[src/rtl/audio_i2s_master_tx.sv]
// rtl/audio_i2s_master_tx.sv - I2S bus master: BCK/LRCK generation and left-justified stereo DAC serializer
// Optional: define AUD_TX_REPEAT_ON_UNDERRUN_EN to resend the last loaded pair on underrun instead of zeros.
module audio_i2s_master_tx #(
  parameter int DATA_W  = 16,
  parameter int SLOT_W  = 16,
  parameter int BCK_DIV = 4
) (
  input  logic              iCLK,
  input  logic              iRST_N,
  input  logic              iENABLE,
  input  logic [DATA_W-1:0] iSAMPLE_L,
  input  logic [DATA_W-1:0] iSAMPLE_R,
  input  logic              iVALID,
  output logic              oREADY,
  output logic              oAUD_BCK,
  output logic              oAUD_LRCK,
  output logic              oAUD_DATA,
  output logic              oUNDERRUN,
  input  logic              iCLR_UNDERRUN
);

  localparam logic [1:0] ST_IDLE  = 2'd0;
  localparam logic [1:0] ST_START = 2'd1;
  localparam logic [1:0] ST_RUN   = 2'd2;

  localparam int DIV_W = (BCK_DIV > 1) ? $clog2(BCK_DIV) : 1;
  localparam int BIT_W = (SLOT_W > 1) ? $clog2(SLOT_W) : 1;
  localparam logic [DIV_W-1:0] DIV_LAST = DIV_W'(BCK_DIV - 1);
  localparam logic [BIT_W-1:0] BIT_LAST = BIT_W'(SLOT_W - 1);

  logic [1:0]        state_q, state_d;
  logic [DIV_W-1:0]  div_q, div_d;
  logic [BIT_W-1:0]  bit_q, bit_d;
  logic              bck_q, bck_d;
  logic              lrck_q, lrck_d;
  logic              data_q, data_d;
  logic              ready_q, ready_d;
  logic              underrun_q, underrun_d;
  logic              hold_full_q, hold_full_d;
  logic [DATA_W-1:0] hold_l_q, hold_l_d;
  logic [DATA_W-1:0] hold_r_q, hold_r_d;
  logic [DATA_W-1:0] shift_q, shift_d;
  logic [DATA_W-1:0] right_q, right_d;
`ifdef AUD_TX_REPEAT_ON_UNDERRUN_EN
  logic [DATA_W-1:0] last_l_q, last_l_d;
  logic [DATA_W-1:0] last_r_q, last_r_d;
`endif

  logic              do_load;
  logic              underrun_set;
  logic [DATA_W-1:0] load_l;
  logic [DATA_W-1:0] load_r;

  // Source of the next frame: the holding buffer, or the underrun fill pattern.
  always_comb begin
    if (hold_full_q) begin
      load_l = hold_l_q;
      load_r = hold_r_q;
    end else begin
`ifdef AUD_TX_REPEAT_ON_UNDERRUN_EN
      load_l = last_l_q;
      load_r = last_r_q;
`else
      load_l = '0;
      load_r = '0;
`endif
    end
  end

  always_comb begin
    state_d      = state_q;
    div_d        = div_q;
    bit_d        = bit_q;
    bck_d        = bck_q;
    lrck_d       = lrck_q;
    data_d       = data_q;
    underrun_d   = underrun_q;
    hold_full_d  = hold_full_q;
    hold_l_d     = hold_l_q;
    hold_r_d     = hold_r_q;
    shift_d      = shift_q;
    right_d      = right_q;
`ifdef AUD_TX_REPEAT_ON_UNDERRUN_EN
    last_l_d     = last_l_q;
    last_r_d     = last_r_q;
`endif
    do_load      = 1'b0;
    underrun_set = 1'b0;

    case (state_q)
      ST_IDLE: begin
        bck_d  = 1'b0;
        lrck_d = 1'b0;
        data_d = 1'b0;
        div_d  = '0;
        bit_d  = '0;
        if (iENABLE) begin
          state_d = ST_START;
        end
      end

      ST_START: begin
        do_load = 1'b1;
        div_d   = '0;
        bit_d   = '0;
        bck_d   = 1'b0;
        state_d = ST_RUN;
      end

      ST_RUN: begin
        if (div_q == DIV_LAST) begin
          div_d = '0;
          bck_d = ~bck_q;
          // LRCK and DATA move only on the BCK falling edge.
          if (bck_q) begin
            if (bit_q == BIT_LAST) begin
              bit_d = '0;
              if (lrck_q) begin
                lrck_d  = 1'b0;
                data_d  = right_q[DATA_W-1];
                shift_d = right_q << 1;
              end else if (iENABLE) begin
                do_load = 1'b1;
              end else begin
                state_d = ST_IDLE;
                lrck_d  = 1'b0;
                data_d  = 1'b0;
              end
            end else begin
              bit_d   = bit_q + BIT_W'(1);
              data_d  = shift_q[DATA_W-1];
              shift_d = shift_q << 1;
            end
          end
        end else begin
          div_d = div_q + DIV_W'(1);
        end
      end

      default: begin
        state_d = ST_IDLE;
      end
    endcase

    if (do_load) begin
      lrck_d  = 1'b1;
      data_d  = load_l[DATA_W-1];
      shift_d = load_l << 1;
      right_d = load_r;
      if (hold_full_q) begin
        hold_full_d = 1'b0;
`ifdef AUD_TX_REPEAT_ON_UNDERRUN_EN
        last_l_d    = hold_l_q;
        last_r_d    = hold_r_q;
`endif
      end else begin
        underrun_set = 1'b1;
      end
    end

    if (iCLR_UNDERRUN) begin
      underrun_d = 1'b0;
    end
    if (underrun_set) begin
      underrun_d = 1'b1;
    end

    // ready_q mirrors an empty buffer, so an accept never collides with a successful load.
    if (iVALID && ready_q) begin
      hold_full_d = 1'b1;
      hold_l_d    = iSAMPLE_L;
      hold_r_d    = iSAMPLE_R;
    end
  end

  assign ready_d = ~hold_full_d;

  always_ff @(posedge iCLK or negedge iRST_N) begin
    if (!iRST_N) begin
      state_q     <= ST_IDLE;
      div_q       <= '0;
      bit_q       <= '0;
      bck_q       <= 1'b0;
      lrck_q      <= 1'b0;
      data_q      <= 1'b0;
      ready_q     <= 1'b1;
      underrun_q  <= 1'b0;
      hold_full_q <= 1'b0;
      hold_l_q    <= '0;
      hold_r_q    <= '0;
      shift_q     <= '0;
      right_q     <= '0;
`ifdef AUD_TX_REPEAT_ON_UNDERRUN_EN
      last_l_q    <= '0;
      last_r_q    <= '0;
`endif
    end else begin
      state_q     <= state_d;
      div_q       <= div_d;
      bit_q       <= bit_d;
      bck_q       <= bck_d;
      lrck_q      <= lrck_d;
      data_q      <= data_d;
      ready_q     <= ready_d;
      underrun_q  <= underrun_d;
      hold_full_q <= hold_full_d;
      hold_l_q    <= hold_l_d;
      hold_r_q    <= hold_r_d;
      shift_q     <= shift_d;
      right_q     <= right_d;
`ifdef AUD_TX_REPEAT_ON_UNDERRUN_EN
      last_l_q    <= last_l_d;
      last_r_q    <= last_r_d;
`endif
    end
  end

  assign oREADY    = ready_q;
  assign oAUD_BCK  = bck_q;
  assign oAUD_LRCK = lrck_q;
  assign oAUD_DATA = data_q;
  assign oUNDERRUN = underrun_q;

endmodule

[config.mk]
export PLATFORM = sky130hd
export DESIGN_NAME = audio_i2s_master_tx
export DESIGN_NICKNAME = d
export VERILOG_FILES = /design/src/rtl/audio_i2s_master_tx.sv
export SDC_FILE = /design/constraint.sdc
export NUM_CORES = 1
export LEC_CHECK = 0
export CORE_UTILIZATION = 40
export DETAILED_ROUTE_END_ITERATION = 12
export PLACE_DENSITY = 0.68
export REMOVE_ABC_BUFFERS = 1
export SKIP_CTS_REPAIR_TIMING = 1
export SLEW_MARGIN = 10
export SYNTH_ARGS = -nofsm -noshare
export SYNTH_HDL_FRONTEND = slang
export SYNTH_SLANG_ARGS = --single-unit
[constraint.sdc]
create_clock -name iCLK -period 5.8 [get_ports iCLK]
set_clock_uncertainty 0.15 [all_clocks]
set_input_delay 0.87 -clock iCLK [delete_from_list [all_inputs] [get_ports iCLK]]
set_output_delay 0.87 -clock iCLK [all_outputs]
set_load 0.03 [all_outputs]
=== After elaboration in Yosys (flattened, before gate mapping) ===
Index checks and enable logic that the tools add are counted.

* Multiplexer cells: 47
* Equal/unequal tests: 15
* $lt $le $gt $ge: 0
* Add/subtract/negate cells: 2
* Reduce and logical (&&, ||, !) cells: 15
* Div/mod/pow operators: 0
* Multiply operators: 0
* Shifts and indexed selects: 0
* Bitwise logic cells: 2

{| class="wikitable"
|+ Operator list
! kind !! number
|-
| 16-bit two-way mux || 8
|-
| 1-bit two-way mux || 22
|-
| 2-bit two-way mux || 7
|-
| 4-bit two-way mux || 3
|-
| 2-bit != test (second input constant) || 6
|-
| 3-bit != test (second input constant) || 4
|-
| 4-bit AND reduction || 3
|-
| 2-bit nonzero test || 5
|-
| 1-bit one-hot mux with 2 select lines || 4
|-
| 4-bit one-hot mux with 2 select lines || 1
|-
| 2-bit one-hot mux with 3 select lines || 1
|-
| 6-bit AND reduction || 1
|-
| 5-bit != test (second input constant) || 1
|-
| 4-bit by 1-bit adder with 4-bit output (second input constant) || 1
|-
| 2-bit == test (second input constant) || 2
|-
| 4-bit == test (second input constant) || 1
|-
| 2-bit one-hot mux with 2 select lines || 1
|-
| 3-bit AND reduction || 1
|-
| 3-bit nonzero test || 1
|-
| 2-bit by 1-bit adder with 2-bit output (second input constant) || 1
|-
| 2-bit by 1-bit == test with 1-bit output (second input constant) || 1
|-
| 2-bit logical NOT || 1
|-
| 1-bit inverter || 2
|-
| 2-bit AND reduction || 1
|-
| other kinds (2) || 2
|}

* RAM bits: 0
* ROM bits: 0
* Memories: 0
* Word-level logic and storage cells: 94
* Latch bits: 0
* Register bits after elaboration: 78

=== Longest topological paths before layout ===
Gate-level depths: netlist of the first run.

* Word-level depth: 9
* Depth in mapped cells: 8

=== Worst setup path before layout of the first run ===
OpenSTA, ideal clock, no wires.

* Kind: input port to flip-flop
* From: input iENABLE
* To: register shift_q[10]
* Arrival: 1.835 ns
* Slack: 3.689 ns
* Stages: 5
* Setup time: 0.126 ns
* Buffers on the path: 1
* Cell sequence: inv_1 o41ai_4 buf_4 a211oi_1 a221o_1

* Longest elaborated chain between the ends: 8
* Elaborated cells on any way between the ends: 12
* Classes of those cells: eq/ne: 1; mux: 7; reduce/logical: 4

{| class="wikitable"
|+ RTL lines
! element !! line !! text
|-
| start: declaration || 10 || <nowiki>input logic iENABLE,</nowiki>
|-
| 1-bit two-way mux (*) || 122 || <nowiki>end else if (iENABLE) begin</nowiki>
|-
| 1-bit two-way mux (*) || 118 || <nowiki>if (lrck_q) begin</nowiki>
|-
| 1-bit two-way mux (*) || 116 || <nowiki>if (bit_q == BIT_LAST) begin</nowiki>
|-
| 1-bit two-way mux (*) || 115 || <nowiki>if (bck_q) begin</nowiki>
|-
| 1-bit two-way mux (*) || 111 || <nowiki>if (div_q == DIV_LAST) begin</nowiki>
|-
| 1-bit one-hot mux with 2 select lines (*) || 90 || <nowiki>case (state_q)</nowiki>
|-
| 3-bit != test (no source line) or 2-bit nonzero test (tied branches) || - ||
|-
| 4-bit AND reduction (no source line) || - ||
|-
| end signal: assignment || 209 || <nowiki>shift_q <= shift_d;</nowiki>
|-
| end: declaration || 42 || <nowiki>logic [DATA_W-1:0] shift_q, shift_d;</nowiki>
|}

Mark *: on every way between the ends. The rest lies on a longest branch, timed or not.
A chain may end at the register's enable or synchronous reset.

=== Worst setup path after layout of the first run ===
* From: input iENABLE
* To: register right_q[5]

* Longest elaborated chain between the ends: 6

{| class="wikitable"
|+ RTL lines
! element !! line !! text
|-
| 1-bit two-way mux || 122 ||
|-
| 1-bit two-way mux || 118 ||
|-
| 1-bit two-way mux || 116 ||
|-
| 1-bit two-way mux || 115 ||
|-
| 1-bit two-way mux || 111 ||
|-
| 1-bit one-hot mux with 2 select lines || 90 ||
|-
| end signal: assignment || 210 || <nowiki>right_q <= right_d;</nowiki>
|-
| end: declaration || 43 || <nowiki>logic [DATA_W-1:0] right_q, right_d;</nowiki>
|}

Every way passes these cells.

==> metrics.md, run 1 <==
| Metric | Value |
|---|---|
| Minimum clock period | ~3300 ps |
| Initial Util | around two fifths |
| RD Place Congestion | 0.7746 |
| Die Area | ~0.0093 mm² |
| Initial DRC Count | 134 |
| DR pass1 iterations | 4 |
| Min-Delay Path Class | reg2reg |
| Fmax | approximately 300 MHz |
| Top cells by count, synth | dfrtp_1, mux2_2, mux2i_1 |
| Maxcap violations | 0 |
| Crit. Startpoint | iENABLE |
| Total CTS buffers | 9 |
| Core area | about 0.0087 mm² |
| CP endpoint kind | flip-flop |
| Vias in the first global route | about 2400 |
| Grt total ovfl | 0 |
| CTS H-tree depth | 3 |
| # clock sinks | 77 |
| Final setup fails | 0 |
| Fin. Hold Viols | 0 |
| Critical setup path kind | in2reg |
| Drt total wl | a little under 7 mm |
| Worst path arrival time | 3430 ps |
| Root Driver | clkbuf_8 |
| HP Start | right_q[6] |
| Biggest area consumer among synthesized cells | dfrtp_1 |
| Post-Syn Area per Cell | 12.46 µm² |
| Post-synth EDFFs | 0 |
| Remaining antenna violation count | 0 |
| Crit-path cells | clkdlybuf4s50_1 -> inv_1 -> o41ai_4 -> nand2_1 -> a21bo_2 |
| Crit-path max FO | 21 |
| Synth top area cells | dfrtp_1, mux2_2, mux2i_1 |
| Via count | about 2400 |
| Cell count after synthesis | around 290 |
| Final Power | around 2.2 mW |
| Number of remaining DRC errors | 0 |
| Slowest-stage cell, CP | o41ai_4 |
| Ports | 42 |
| CTS clk-pin slew, worst paths | approximately 70 ps |
| CTS max path bufs | 2 |
| CTS tree | done |
| Setup TNS | 0 ps |
| Die Y | 96.22 µm |
| Unrepaired setup endpoints after global routing | false |
| Flops & latches, synth | 77 |
| Antenna violations before repair | 0 |
| Non-filler instance count after layout | approximately 430 |
| DR WL/cell | 15.56 µm |
| FFs w/ async S/R, synth | between 90% and 100% |
| # rows | 34 |
| R2r startpoint | state_q[0] |
| Dpl cells | ~420 |
| Global-route wire length before repair | approximately 11 mm |
| Syn. warnings | 0 |
| Critical Path RT | a little under 6000 ps |
| Yosys top cell area share | 53.56% |
| Top FF cell, synth | dfrtp_1 |
| Total Routing Usage GR | between 10% and 20% |
| Layout cells sized above 1 | a little over a fifth |
| Leakage | around 1.9 nW |
| Startpoint types | input pin |
| Largest net degree at the start of global routing | 78 |
| Syn-to-layout area delta | 19.56% |
| Via/cell ratio | 5.602 |
| Number of distinct library cells after synthesis | 37 |
| Delay-heaviest family, CP | compound AO/OA/AOI/OAI gates |
| Hold slack | between 300 and 400 ps |
| Final Util | between 40 and 50% |
| Clk_lat worst skew | about 350 ps |
| Slew @ Worst Pin | about 1000 ps |
| Die Width | 96.22 µm |
| PortBufs | 41 |
| Max-slew violations | 0 |
| Final Net Count | 362 |
| Most common cell in the synthesized netlist | dfrtp_1 |
| Fillers | 811 |
| Dpl hpwl | ~4.3 mm |
| Outcome | complete, no violations |
| Worst VDD drop | around 220 µV |
| N_diodes | 0 |
| Rel. slew slack | ~31% |
| Sequential area share after synthesis | a little over half |
| Critical Path Max Stage Delay | 820 ps |
| PD cells | 513.2 mW/mm² |
| Buffers & Inverters on Critical Path | 2 |
| Netlist Area Pre-Place | between 0.003 and 0.004 mm² |
| Fin crit share | between 50% and 60% |
[worst reg2reg max path: stages (launching register included)]
cell     delay, ps
dfrtp_1        410
inv_1          110
ha_1           210
nand3_1        260
o41ai_4        770
nand2_1        690
a21bo_2        400
[path summary, 6_finish.rpt]
path | end | cells past startpoint | slack, ps
min in group asynchronous | hold_r_q[1] | 1 | 510
setup reg to reg | right_q[5] | 6 | 2690
hold reg to reg | right_q[6] | 1 | 340
max in group asynchronous | shift_q[5] | 1 | 4390
setup / recovery | right_q[5] | 5 | 2460
hold / removal | right_q[6] | 1 | 340
[flip-flops by register name, summed over array words and instances (netlist names)]
register	count
bit_q	4
oAUD_DATA	1
hold_r_q	16
hold_full_q	1
oAUD_BCK	1
oUNDERRUN	1
oREADY	1
oAUD_LRCK	1
state_q	2
shift_q	15
right_q	16
div_q	2
hold_l_q	16
[power breakdown]
part / internal (mW) / switching [mW]
combinational: 0.395 / 0.389
sequential: 0.782 / 0.164
clock: 0.264 / 0.185
[cell families (layout without fill, tap and decap cells)]
logic type      Yosys count  after routing  synth area share [%]
mux                      51             51                 15.50
buf+inv                  31             70                 3.876
simple gates             50             50                 7.647
fa+ha+maj                 6              6                 2.114
compound gates           70             70                 16.56
flops                    77             77                 54.30
[layout by cell type, fill, tap and decap left out, drive strengths merged, types with 9 or more instances in the layout]
cell type	instances
clkbuf	12
nand4	17
a221o	14
a211oi	14
dfrtp	76
inv	9
a21bo	16
mux2	32
nand2	14
clkdlybuf4s50	40
mux2i	19
[layer usage]
layer	track usage, %	wire (µm)
met1	20.24	3039
met2	27.36	3322
met3	3.160	217
met4	9.453	145
met5	0	0
[final cells by class]
cell class / count / area, µm² / share of cell area, %
clock inverter: 4 / 70.07 / 1.650
clock buffer: 12 / 155.1 / 3.655
sequential: 77 / 1928 / 45.42
inverter: 9 / 33.78 / 0.7958
tap: 108 / 135.1 / 3.183
multi-input combinational: 177 / 1485 / 34.98
timing repair buffer: 45 / 437.9 / 10.32
[through the flow]
step | setup slack (ps) | area (µm²)
4_1_cts | 2453 | 4245
3_5_place_dp | 2091 | 4020
2_1_floorplan | 2188 | 3447
3_3_place_gp | 2168 | 4020
6_report | 2461 | 4245
5_1_grt | 2282 | 4245
Power figures use the tool's default switching activity.
==> run 2: changes to the inputs <==
==> constraint.sdc (replaced) <==
create_clock -name iCLK -period 3.3 [get_ports iCLK]
set_clock_uncertainty 0.15 [all_clocks]
set_input_delay 0.495 -clock iCLK [delete_from_list [all_inputs] [get_ports iCLK]]
set_output_delay 0.495 -clock iCLK [all_outputs]
set_load 0.03 [all_outputs]
==> run 2 against run 1 <==
Against the previous run:
- die area is the same
- sequential cell count stayed put
- core utilization is 0.13 points lower
- sequential share of layout area up 0.12 points
- register-to-register slack worse by 2000 ps
- hold slack worse by 200 ps
- worst setup slack worse by 1800 ps
- sequential power is 73% higher
==> metrics.md, run 2 (synthesis results as in run 1) <==
| Metric | Value |
|---|---|
| PortBufs | slightly above 40 |
| Ports | 42 |
| Initial Util | about two fifths |
| Unrepaired setup endpoints after global routing | false |
| Die Y | around 96 µm |
| Met2 wire len | between 3 and 4 mm |
| Rel. slew slack | 36.80% |
| Fin crit share | between 80% and 90% |
| Design area | ~0.0042 mm² |
| R2r startpoint | state_q[0] |
| Worst path arrival time | 2740 ps |
| Max-slew violations | 0 |
| Via count | between 2000 and 2500 |
| Final Util | 48.79% |
| DR pass1 iterations | 4 |
| Total Routing Usage GR | between 15 and 20% |
| Die Width | approximately 96 µm |
| DR WL/cell | roughly 15 µm |
| Drt total wl | between 6 and 7 mm |
| Via/cell ratio | 5.501 |
| Leakage | ~1.9 nW |
| Final Net Count | around 370 |
| CTS max path bufs | 2 |
| Layout cells sized above 1 | about 22% |
| Critical setup path kind | reg2reg |
| Fmax | between 300 and 400 MHz |
| Slew @ Worst Pin | roughly 950 ps |
| Initial DRC Count | 81 |
| Min-Delay Path Class | in2async |
| Most common cell after layout, fill and taps aside | dfrtp_1 |
| Met3 wire len | between 150 and 200 µm |
| Remaining antenna violation count | 0 |
| Grt total ovfl | 0 |
| # rows | 34 |
| Highest metal used | met4 |
| Final Power | 3.756 mW |
| Dpl cell area | ~0.0040 mm² |
| Antenna violations before repair | 0 |
| Maxcap violations | 0 |
| Worst VDD drop | ~360 µV |
| Largest net degree at the start of global routing | just under 80 |
| Dpl hpwl | between 4 and 5 mm |
| CTS clk-pin slew, worst paths | 70 ps |
| Global-route wire length before repair | between 10 and 15 mm |
| DRT met1 WL | ~3.1 mm |
| Leading registers by flop count | hold_l_q: 16 flops, hold_r_q: 16 flops, right_q: 16 flops |
| Syn-to-layout area delta | 19.24% |
| Setup TNS | 0 ps |
| Die Area | between 0.009 and 0.01 mm² |
| N_diodes | 0 |
| Outcome | complete, no violations |
| Final setup fails | 0 |
| Crit-path max FO | 21 |
| Total CTS buffers | 9 |
| Core area | slightly below 0.009 mm² |
| Hold slack | between 100 and 150 ps |
| R2r setup slk | roughly 650 ps |
| Vias in the first global route | roughly 2400 |
| Startpoint types | flip-flop |
| CTS H-tree depth | 3 |
| Register-to-Register Path Depth | 7 |
| PD cells | 887.1 mW/mm² |
| Most frequent cells in the layout | dfrtp_1, clkdlybuf4s50_1, mux2_2, mux2i_1, nand4_1 |
| Fin. Hold Viols | 0 |
| # clock sinks | 77 |
| Number of remaining DRC errors | 0 |
| CP endpoint kind | flip-flop |
| Critical Path RT | ~3400 ps |
| CTS tree | done |
| Root Driver | clkbuf_8 |
| Worst r2r dst | right_q[6] |
| Clk_lat worst skew | approximately 350 ps |
| RD Place Congestion | 0.7861 |
| Minimum clock period | 2655 ps |
[run 2: cell types whose count changed in the layout (fill, tap and decap cells not counted)]
cell and change:
buf_4 +3, bufinv_16 -1, clkinv_2 +2, clkbuf_8 -1
[run 2: layout make-up]
cell class                 instances  area (µm²)
clock buffer                      11       141.4
clock inverter                     5       50.05
fill                             816        4444
inverter                           9       33.78
multi-input combinational        177        1485
sequential                        77        1928
tap                              108       135.1
timing repair buffer              48       460.4
[run 2: how the worst max path moves through the flow]
stage | startpoint | end | slack [ps] | cells after the start
detailed placement | iENABLE | right_q[8] | 420 | 6
floorplan | bit_q[0] | right_q[0] | -310 | 5
CTS | state_q[0] | right_q[6] | 620 | 7
global placement | iENABLE | right_q[3] | 440 | 6
finish | state_q[0] | right_q[6] | 650 | 7
global route | state_q[0] | right_q[6] | 430 | 7
[run 2: metal layers]
metal / global-route usage [%] / vias to the layer above
met1: 20.89 / 1197
li1: - / 1142
met5: 0 / -
met2: 26.54 / 45
met4: 7.836 / 0
met3: 3.002 / 9
[run 2: stage by stage]
step,std cells,setup WS [ps]
after floorplan,263,-312.0
after global placement,419,438.2
after detailed placement,419,415.1
after CTS,435,624.5
after global routing,435,428.1
final,435,645.4
[run 2: critical path, stage by stage, from the launching register on]
cell	delay (ps)
dfrtp_1	400
inv_1	110
ha_1	230
nand3_1	250
o41ai_4	300
buf_4	250
nand2_1	470
a21bo_2	390
[run 2: power breakdown]
part           switching, mW  leakage (nW)  total (mW)  internal (mW)
Sequential             0.262         0.947        1.64           1.37
Combinational          0.699         0.859        1.42          0.722
Clock                  0.334         0.103       0.699          0.365
Total                   1.29          1.91        3.76           2.46
